**config.mk**
```make
export PLATFORM = sky130hd
export DESIGN_NAME = keypad_entry_ctrl
export DESIGN_NICKNAME = d
export VERILOG_FILES = /design/src/rtl/keypad_entry_ctrl.sv
export SDC_FILE = /design/constraint.sdc
export NUM_CORES = 1
export LEC_CHECK = 0
export ABC_AREA = 1
export CORE_ASPECT_RATIO = 1.2
export CORE_UTILIZATION = 30
export CTS_BUF_LIST = sky130_fd_sc_hd__clkbuf_4 sky130_fd_sc_hd__clkbuf_8 sky130_fd_sc_hd__clkbuf_16
export DETAILED_ROUTE_END_ITERATION = 8
export SLEW_MARGIN = 10
export SYNTH_ARGS = -nofsm -noshare
export SYNTH_HDL_FRONTEND = slang
export SYNTH_SLANG_ARGS = --single-unit
export TNS_END_PERCENT = 5
```
**constraint.sdc**
```tcl
create_clock -name i_clk -period 1.93 [get_ports i_clk]
set_clock_uncertainty 0.05 [all_clocks]
set_input_delay 0.2895 -clock i_clk [delete_from_list [all_inputs] [get_ports i_clk]]
set_output_delay 0.2895 -clock i_clk [all_outputs]
set_load 0.02 [all_outputs]
```
**src/rtl/keypad_entry_ctrl.sv**
```systemverilog
// Keypad entry controller: debounces a one-hot keypad, accepts one digit per press
// and assembles NUM_DIGITS BCD digits that are committed with enter.
module keypad_entry_ctrl #(
  parameter int NUM_DIGITS     = 4,
  parameter int STABLE_CYCLES  = 3,
  parameter int TIMEOUT_CYCLES = 70
) (
  input  logic                    i_clk,
  input  logic                    i_clear,
  input  logic [9:0]              i_keypad,
  input  logic                    i_enter,
  input  logic                    i_cancel,
  output logic [4*NUM_DIGITS-1:0] o_digits,
  output logic [2:0]              o_digit_count,
  output logic                    o_key_valid,
  output logic                    o_code_ready,
  output logic                    o_timeout,
  output logic                    o_multi_key_err,
  output logic                    o_busy
);

  localparam int DW  = 4 * NUM_DIGITS;
  localparam int SCW = $clog2(STABLE_CYCLES + 1);
  localparam int TCW = $clog2(TIMEOUT_CYCLES + 1);

  typedef enum logic [1:0] {
    ST_IDLE     = 2'd0,
    ST_DEBOUNCE = 2'd1,
    ST_HOLD     = 2'd2
  } state_t;

  function automatic logic [3:0] onehot_to_bcd(input logic [9:0] oh);
    logic [3:0] code;
    code = 4'd0;
    for (int i = 0; i < 10; i++) begin
      code = oh[i] ? 4'(i) : code;
    end
    return code;
  endfunction

  state_t           r_state;
  logic [9:0]       r_pattern;
  logic [SCW-1:0]   r_stable_cnt;
  logic [TCW-1:0]   r_to_cnt;
  logic [DW-1:0]    r_digits;
  logic [2:0]       r_count;
  logic             r_key_valid;
  logic             r_code_ready;
  logic             r_timeout;
  logic             r_multi_err;
  logic             r_busy;

  state_t           w_state_nxt;
  state_t           w_state_fin;
  logic [9:0]       w_pattern_nxt;
  logic [SCW-1:0]   w_stable_nxt;
  logic [SCW-1:0]   w_stable_inc;
  logic             w_accept;
  logic             w_multi;
  logic             w_none;
  logic             w_single;
  logic             w_full;
  logic [3:0]       w_code;
  logic [TCW-1:0]   w_to_inc;
  logic [TCW-1:0]   w_to_nxt;
  logic [DW-1:0]    w_digits_nxt;
  logic [2:0]       w_count_nxt;
  logic             w_kv_nxt;
  logic             w_cr_nxt;
  logic             w_to_pulse_nxt;
  logic             w_mk_nxt;

  assign w_none       = (i_keypad == 10'd0);
  assign w_single     = !w_none && ((i_keypad & (i_keypad - 10'd1)) == 10'd0);
  assign w_full       = (r_count == 3'(NUM_DIGITS));
  assign w_stable_inc = r_stable_cnt + SCW'(1);
  assign w_to_inc     = r_to_cnt + TCW'(1);
  // An accepted key always matches the live keypad, so encode it directly.
  assign w_code       = onehot_to_bcd(i_keypad);

  // Keypad FSM: debounce, single-digit acceptance and hold-until-release.
  always_comb begin
    w_state_nxt   = r_state;
    w_pattern_nxt = r_pattern;
    w_stable_nxt  = r_stable_cnt;
    w_accept      = 1'b0;
    w_multi       = 1'b0;
    case (r_state)
      ST_IDLE: begin
        if (w_none) begin
          w_state_nxt = ST_IDLE;
        end else if (w_single) begin
          w_pattern_nxt = i_keypad;
          w_stable_nxt  = SCW'(1);
          if (STABLE_CYCLES == 1) begin
            w_accept    = 1'b1;
            w_state_nxt = ST_HOLD;
          end else begin
            w_state_nxt = ST_DEBOUNCE;
          end
        end else begin
          w_multi     = 1'b1;
          w_state_nxt = ST_HOLD;
        end
      end
      ST_DEBOUNCE: begin
        if (i_keypad == r_pattern) begin
          w_stable_nxt = w_stable_inc;
          if (w_stable_inc == SCW'(STABLE_CYCLES)) begin
            w_accept    = 1'b1;
            w_state_nxt = ST_HOLD;
          end else begin
            w_state_nxt = ST_DEBOUNCE;
          end
        end else begin
          w_state_nxt = ST_IDLE;
        end
      end
      ST_HOLD: begin
        if (w_none) begin
          w_state_nxt = ST_IDLE;
        end else begin
          w_state_nxt = ST_HOLD;
        end
      end
      default: begin
        w_state_nxt = ST_IDLE;
      end
    endcase
  end

  // Entry buffer, pulses and inactivity counter; cancel > enter > key > timeout.
  always_comb begin
    w_state_fin    = w_state_nxt;
    w_digits_nxt   = r_digits;
    w_count_nxt    = r_count;
    w_to_nxt       = r_to_cnt;
    w_kv_nxt       = 1'b0;
    w_cr_nxt       = 1'b0;
    w_to_pulse_nxt = 1'b0;
    w_mk_nxt       = 1'b0;
    if (i_cancel) begin
      w_digits_nxt = '0;
      w_count_nxt  = 3'd0;
      w_to_nxt     = '0;
      w_state_fin  = w_none ? ST_IDLE : ST_HOLD;
    end else begin
      w_mk_nxt = w_multi;
      if (i_enter && w_full) begin
        // A key accepted on the commit edge is dropped; the FSM already heads to HOLD.
        w_cr_nxt    = 1'b1;
        w_count_nxt = 3'd0;
        w_to_nxt    = '0;
      end else if (w_accept && !w_full) begin
        w_digits_nxt = (r_count == 3'd0) ? DW'(w_code) : ((r_digits << 4) | DW'(w_code));
        w_count_nxt  = r_count + 3'd1;
        w_kv_nxt     = 1'b1;
        w_to_nxt     = '0;
      end else if (r_state != ST_IDLE) begin
        w_to_nxt = '0;
      end else if ((r_count != 3'd0) && !w_full) begin
        if (w_to_inc == TCW'(TIMEOUT_CYCLES)) begin
          w_to_pulse_nxt = 1'b1;
          w_digits_nxt   = '0;
          w_count_nxt    = 3'd0;
          w_to_nxt       = '0;
        end else begin
          w_to_nxt = w_to_inc;
        end
      end else begin
        w_to_nxt = '0;
      end
    end
  end

  // State and output registers with synchronous clear.
  always_ff @(posedge i_clk) begin
    if (i_clear) begin
      r_state      <= ST_IDLE;
      r_pattern    <= 10'd0;
      r_stable_cnt <= '0;
      r_to_cnt     <= '0;
      r_digits     <= '0;
      r_count      <= 3'd0;
      r_key_valid  <= 1'b0;
      r_code_ready <= 1'b0;
      r_timeout    <= 1'b0;
      r_multi_err  <= 1'b0;
      r_busy       <= 1'b0;
    end else begin
      r_state      <= w_state_fin;
      r_pattern    <= w_pattern_nxt;
      r_stable_cnt <= w_stable_nxt;
      r_to_cnt     <= w_to_nxt;
      r_digits     <= w_digits_nxt;
      r_count      <= w_count_nxt;
      r_key_valid  <= w_kv_nxt;
      r_code_ready <= w_cr_nxt;
      r_timeout    <= w_to_pulse_nxt;
      r_multi_err  <= w_mk_nxt;
      r_busy       <= (w_state_fin != ST_IDLE);
    end
  end

  assign o_digits        = r_digits;
  assign o_digit_count   = r_count;
  assign o_key_valid     = r_key_valid;
  assign o_code_ready    = r_code_ready;
  assign o_timeout       = r_timeout;
  assign o_multi_key_err = r_multi_err;
  assign o_busy          = r_busy;

endmodule

```
# Word-level counts from Yosys, hierarchy flattened

Index checks and enable logic that the tools add are counted.

Input bits: 14
Word-level logic and storage cells: 92
Output and inout bits: 24
Register bits: 45

Bitwise gates (word level): 6
Eq/ne operators: 10
Mux-type cells: 36
Add/subtract/negate cells: 4
Reductions and logical operators: 25

Operators with widths:

| kind                                                | count |
|---|---|
| 2-to-1 mux 16 bit                                   | 5 |
| 2-to-1 mux 3 bit                                    | 8 |
| 2-to-1 mux 2 bit                                    | 11 |
| zero test 10 bit                                    | 2 |
| OR 16 x 4 -> 16 bit                                 | 1 |
| AND 10 bit                                          | 1 |
| equality test 10 bit                                | 1 |
| nonzero test 2 bit                                  | 5 |
| subtractor 10 x 1 -> 10 bit (second input constant) | 1 |
| 2-to-1 mux 1 bit                                    | 8 |
| 2-to-1 mux 4 bit                                    | 2 |
| inequality test 2 bit (second input constant)       | 4 |
| AND reduction 4 bit                                 | 2 |
| adder 7 x 1 -> 7 bit (second input constant)        | 1 |
| equality test 7 bit (second input constant)         | 1 |
| OR reduction 7 bit                                  | 1 |
| one-hot mux 2 bit (3 select lines)                  | 1 |
| AND reduction 3 bit                                 | 2 |
| OR reduction 6 bit                                  | 1 |
| equality test 2 bit (second input constant)         | 2 |
| logical AND 1 bit                                   | 4 |
| inverter 1 bit                                      | 4 |
| one-hot mux 2 bit (2 select lines)                  | 1 |
| OR reduction 4 bit                                  | 1 |
| 10 further kinds                                    | 11 |

# Logic depth before layout (Yosys ltp)

Word-level depth: 12
Mapped depth: 13
Gate-level depth less buffers: 12

# Worst setup path after synthesis

No wires, ideal clock.

Path kind: register to register
From: reg r_count[0] (netlist: o_digit_count[0])
To: reg r_digits[13] (netlist: o_digits[13])
Arrival time: 1.569 ns
Cell stages (with the launch flop): 10
Clock period less this slack: 1.730 ns
Slack: 0.200 ns
Setup time: 0.111 ns
Path buffers: 1
Data required time: 1.769 ns
Cells stage by stage: dfxtp_1 inv_1 ha_1 nor2_1 nand3_2 nand2_2 inv_2 buf_6 nor2_1 nor2_1

Longest elaborated chain between the ends: 5
Elaborated cells on any way between the ends: 14
Classes of those cells: eq/ne: 2; mux: 2; bitwise: 1; reduce/logical: 9

Ends and longest elaborated chain:

| what                                                                                | RTL line | source |
|---|---|---|
| start, declared                                                                     | 46       | `logic [2:0] r_count;` |
| start signal, assigned                                                              | 196      | `r_count <= w_count_nxt;` |
| equality test 3 bit                                                                 | 75       | `assign w_full = (r_count == 3'(NUM_DIGITS));` |
| zero test 1 bit                                                                     | 154, 161 |  |
| logical AND 1 bit, on equally long branches                                         | 154, 161 |  |
| inequality test 2 bit (no source line) / nonzero test 2 bit (equally long branches) | n/a      |  |
| AND reduction 4 bit (no source line)                                                | n/a      |  |
| end signal, assigned                                                                | 195      | `r_digits <= w_digits_nxt;` |
| end, declared                                                                       | 45       | `logic [DW-1:0] r_digits;` |

Parallel ways exist; a longest one is shown, timed or not.
A chain may end at the register's enable or synchronous reset.

# Final worst setup path

From: reg r_to_cnt[0]
To: reg r_digits[6] (netlist: o_digits[6])

Longest elaborated chain between the ends: 4

Ends and longest elaborated chain:

| what                                 | RTL line | source |
|---|---|---|
| start, declared                      | 44       | `logic [TCW-1:0] r_to_cnt;` |
| start signal, assigned               | 194      | `r_to_cnt <= w_to_nxt;` |
| adder 7 x 1 -> 7 bit                 | 77       | `assign w_to_inc = r_to_cnt + TCW'(1);` |
| equality test 7 bit                  | 162      | `if (w_to_inc == TCW'(TIMEOUT_CYCLES)) begin` |
| nonzero test 2 bit (no source line)  | n/a      |  |
| AND reduction 4 bit (no source line) | n/a      |  |

No other way between the ends.

==> flow_summary_export.csv <==
group,metric,value,unit
run_status,status,"completed",
synthesis,yosys.area_share.adder,2.45,%
sta,max_slew_margin,80.2,%
synthesis,synthMuxAreaShare,0,%
grt,overflow,0,
worst_setup_path,arrival,1.95,ns
synthesis,synth.avg_cell_area,6.56,um^2
cells_and_area,final-instance-count-excl-fill,579,
synthesis,syn_inst,390,
cts,clk_latency,0.30,ns
cts,clk_path_buf_depth,2,
cts,htree_num_levels,2,
synthesis,synth_nets,409,
placed_design,place_area,3290,um^2
job,cap_violations,0,
cells_and_area,area_growth,38.8,%
detailed_routing,wl_per_cell,11.1,um
die,num_rows,36,
sta,holdWs,0.264,ns
worst_setup_path,critPathMaxStageDelay,0.37,ns
die,dieArea,8900,um^2
sta,finalSetupViolCount,0,
worst_setup_path,crit_family,"simple AND/OR/NAND/NOR gates",
power,p_per_area,533,nW/um^2
grt,grt_pass1_vias,2441,
worst_setup_path,critPathKind,"reg2reg",
die,die_h,103,um
worst_setup_path,crit_fanout,13,
grt,grtUsageTotal,15.1,%
synthesis,synth_top_family_by_area,"simple AND/OR/NAND/NOR gates",
synthesis,synth_warnings,0,
detailed_routing,drt-pass1-iter-count,5,
hold_path,hold_path_class,"in2reg",
sta,setup_tns,0,ns
placed_design,port_buffers,37,
power,leakage,1.73,nW
detailed_routing,vias,2552,
placed_design,gp_congestion,0.916,
cts,numCtsBuffers,5,
placed_design,place_inst,568,
synthesis,synth_area,2560,um^2
sta,fmax,568,MHz
grt,antenna_found_initial,0,
cts,cts.sink_count,45,
cells_and_area,antenna_cells,0,
placed_design,dpl.hpwl,4820,um
detailed_routing,wl,6430,um
worst_setup_path,cp_common_cell,"nand2_1",
die,boundaryPins,38,
synthesis,synth_cell_types,34,
worst_setup_path,cp_cell_sequence,"ha_2 > nand2_1 > clkinv_1 > nand3_1 > nand2_1 > nand3b_1 > nor2_2 > nand3_2 > buf_6 > nand3_2 > nand2_1 > nor2_1",
synthesis,synthDominantCellAreaShare,35.2,%
synthesis,synth.largest_area_cell,"dfxtp_1",
cts,root_buffer,"clkbuf_8",
cts,cts_tree,"built",
sta,hold_viol,0,
power,p_total,1.89,mW
worst_setup_path,required,2.12,ns
sta,worst_slew_pin_slew,0.295,ns
sta,period_needed,1.76,ns
synthesis,synth_simple_gate_area_share,44.2,%
cts,cts_hold_buffers,0,
power,max-vdd-ir-drop,0.319,mV
detailed_routing,first_iter_violations,75,
cells_and_area,finish.instance_area,3550,um^2
cts,path_clk_slew,0.09,ns
detailed_routing,ant_nets,0,
worst_setup_path,slowest_stage,"dfxtp_2",
die,start_util,31.2,%
grt,grt_pass1_wl,10700,um
cells_and_area,final_net_count,483,
synthesis,synth-seq-cells,45,
cells_and_area,fin_util,43.3,%
die,die_w,86.3,um
cells_and_area,drive_gt1_share,18.9,%
synthesis,synth_xor_area_share,3.42,%
synthesis,ys_seq_area_share,35.2,%
detailed_routing,vias_per_cell,4.41,
cells_and_area,fill_cells,889,
die,core-area,8200,um^2
placed_design,dp_slack,-0.315,ns
grt,grt_start_max_net_pins,21,
sta,rsz0062_at_grt,"yes",
sta,post-route-period-util,91.3,%
worst_setup_path,end_kind,"flop",
sta,worst_slack,0.168,ns
synthesis,synth_compound_area_share,4.60,%
sta,maxSlewViolCount,0,
worst_setup_path,path_buf_inv,2,
synthesis,yosys-top-cells-area,"dfxtp_1 (35%), nor2_1 (15%), nand2_1 (13%)",
detailed_routing,drcViolationCount,0,
worst_setup_path,critical_path.startpoint_type,"flop",
==> cells in the mapped netlist (all sizes together) <==
cell type,instances
a21o,1
and3,1
o21ai,10
o31ai,1
buf,9
nor2b,1
dfxtp,45
clkinv,1
nand3,33
xor2,4
nor2,107
xnor2,6
a21oi,9
nand2,95
ha,5
or2,2
nand3b,6
clkbuf,1
nor4,1
inv,47
nand4,3
nor3,2
==> final timing paths <==
kind / startpoint / endpoint / slack [ns] / cells after the start
setup / recovery: r_to_cnt[0] / o_digits[6] / 0.17 / 12
hold / removal: i_keypad[4] / r_pattern[4] / 0.26 / 3
setup reg to reg: r_to_cnt[0] / o_digits[6] / 0.17 / 12
hold reg to reg: r_to_cnt[0] / r_to_cnt[0] / 0.40 / 1
==> layer usage <==
metal / routed length, um / up-vias / GRT usage, % / share of wire, %
met1: 2880 / 1159 / 17.1 / 45
met3: 158 / 14 / 2.40 / 2.5
met4: 127 / 0 / 5.00 / 2.0
met5: 0 / - / 0 / 0
li1: - / 1346 / - / -
met2: 3270 / 33 / 28.6 / 51
==> sequential cells by signal, indices dropped and copies added (netlist names) <==
| signal | count |
|---|---|
| o_digits | 16 |
| r_pattern | 10 |
| r_to_cnt | 7 |
| o_digit_count | 3 |
| r_stable_cnt | 2 |
| r_state | 2 |
| o_busy | 1 |
| o_code_ready | 1 |
| o_key_valid | 1 |
| o_multi_key_err | 1 |
| o_timeout | 1 |
==> area by class of cell <==
cell class / instances / area (um^2) / share of cell area (%)
clock inverter: 2 / 37.5 / 1.06
multi-input combinational: 287 / 1440 / 40.6
timing repair buffer: 77 / 759 / 21.4
sequential: 45 / 903 / 25.4
tap: 114 / 143 / 4.02
inverter: 48 / 183 / 5.14
clock buffer: 6 / 82.6 / 2.33
==> cell families (layout without fill, tap and decap cells) <==
family | Yosys count | in the layout
buffers and inverters | 58 | 133
AOI/OAI and AO/OA | 21 | 21
xor gates and xnor gates | 10 | 10
DFF | 45 | 45
and+or+nand+nor | 251 | 251
adders and majority gates | 5 | 5
==> power by group <==
group | total [mW] | internal (mW) | leakage [nW] | switching [mW]
logic | 0.192 | 0.0897 | 1.31 | 0.102
registers | 0.935 | 0.933 | 0.364 | 0.00246
clock network | 0.764 | 0.421 | 0.0574 | 0.342
==> worst reg2reg max path: stages (launching register included) <==
cell	delay (ns)
dfxtp_2	0.37
ha_2	0.19
nand2_1	0.08
clkinv_1	0.09
nand3_1	0.07
nand2_1	0.09
nand3b_1	0.10
nor2_2	0.13
nand3_2	0.12
buf_6	0.19
nand3_2	0.07
nand2_1	0.05
nor2_1	0.11
==> cells in the final DEF, fill, tap and decap left out, types with 2 or more instances in the layout <==
master           Yosys  final
clkbuf_16            0      2
xnor2_1              6      4
dfxtp_1             45     43
clkdlybuf4s50_1      0     27
nor2_1              99     96
buf_12               0      2
nand2_1             91     91
inv_1               43     43
nor2_2               7      8
nand3_1             25     24
or2_2                2      2
buf_4                2     35
xnor2_2              0      2
inv_2                4      3
nand2_2              4      3
o21ai_0              9      9
nand3_2              8      9
xor2_1               4      4
a21oi_2              2      2
clkbuf_8             0      6
dfxtp_2              0      2
dlymetal6s2s_1       0     10
nand3b_1             6      6
ha_1                 5      4
a21oi_1              7      7
nor2_4               1      3
==> timing repair <==
action	4_1_cts	5_1_grt
pin swaps	0	4
resized for setup	1	24
hold endpoints to repair	0	0
gates cloned	0	2
setup endpoints to repair	1	32
buffers inserted	0	1
Power figures use the tool's default switching activity.
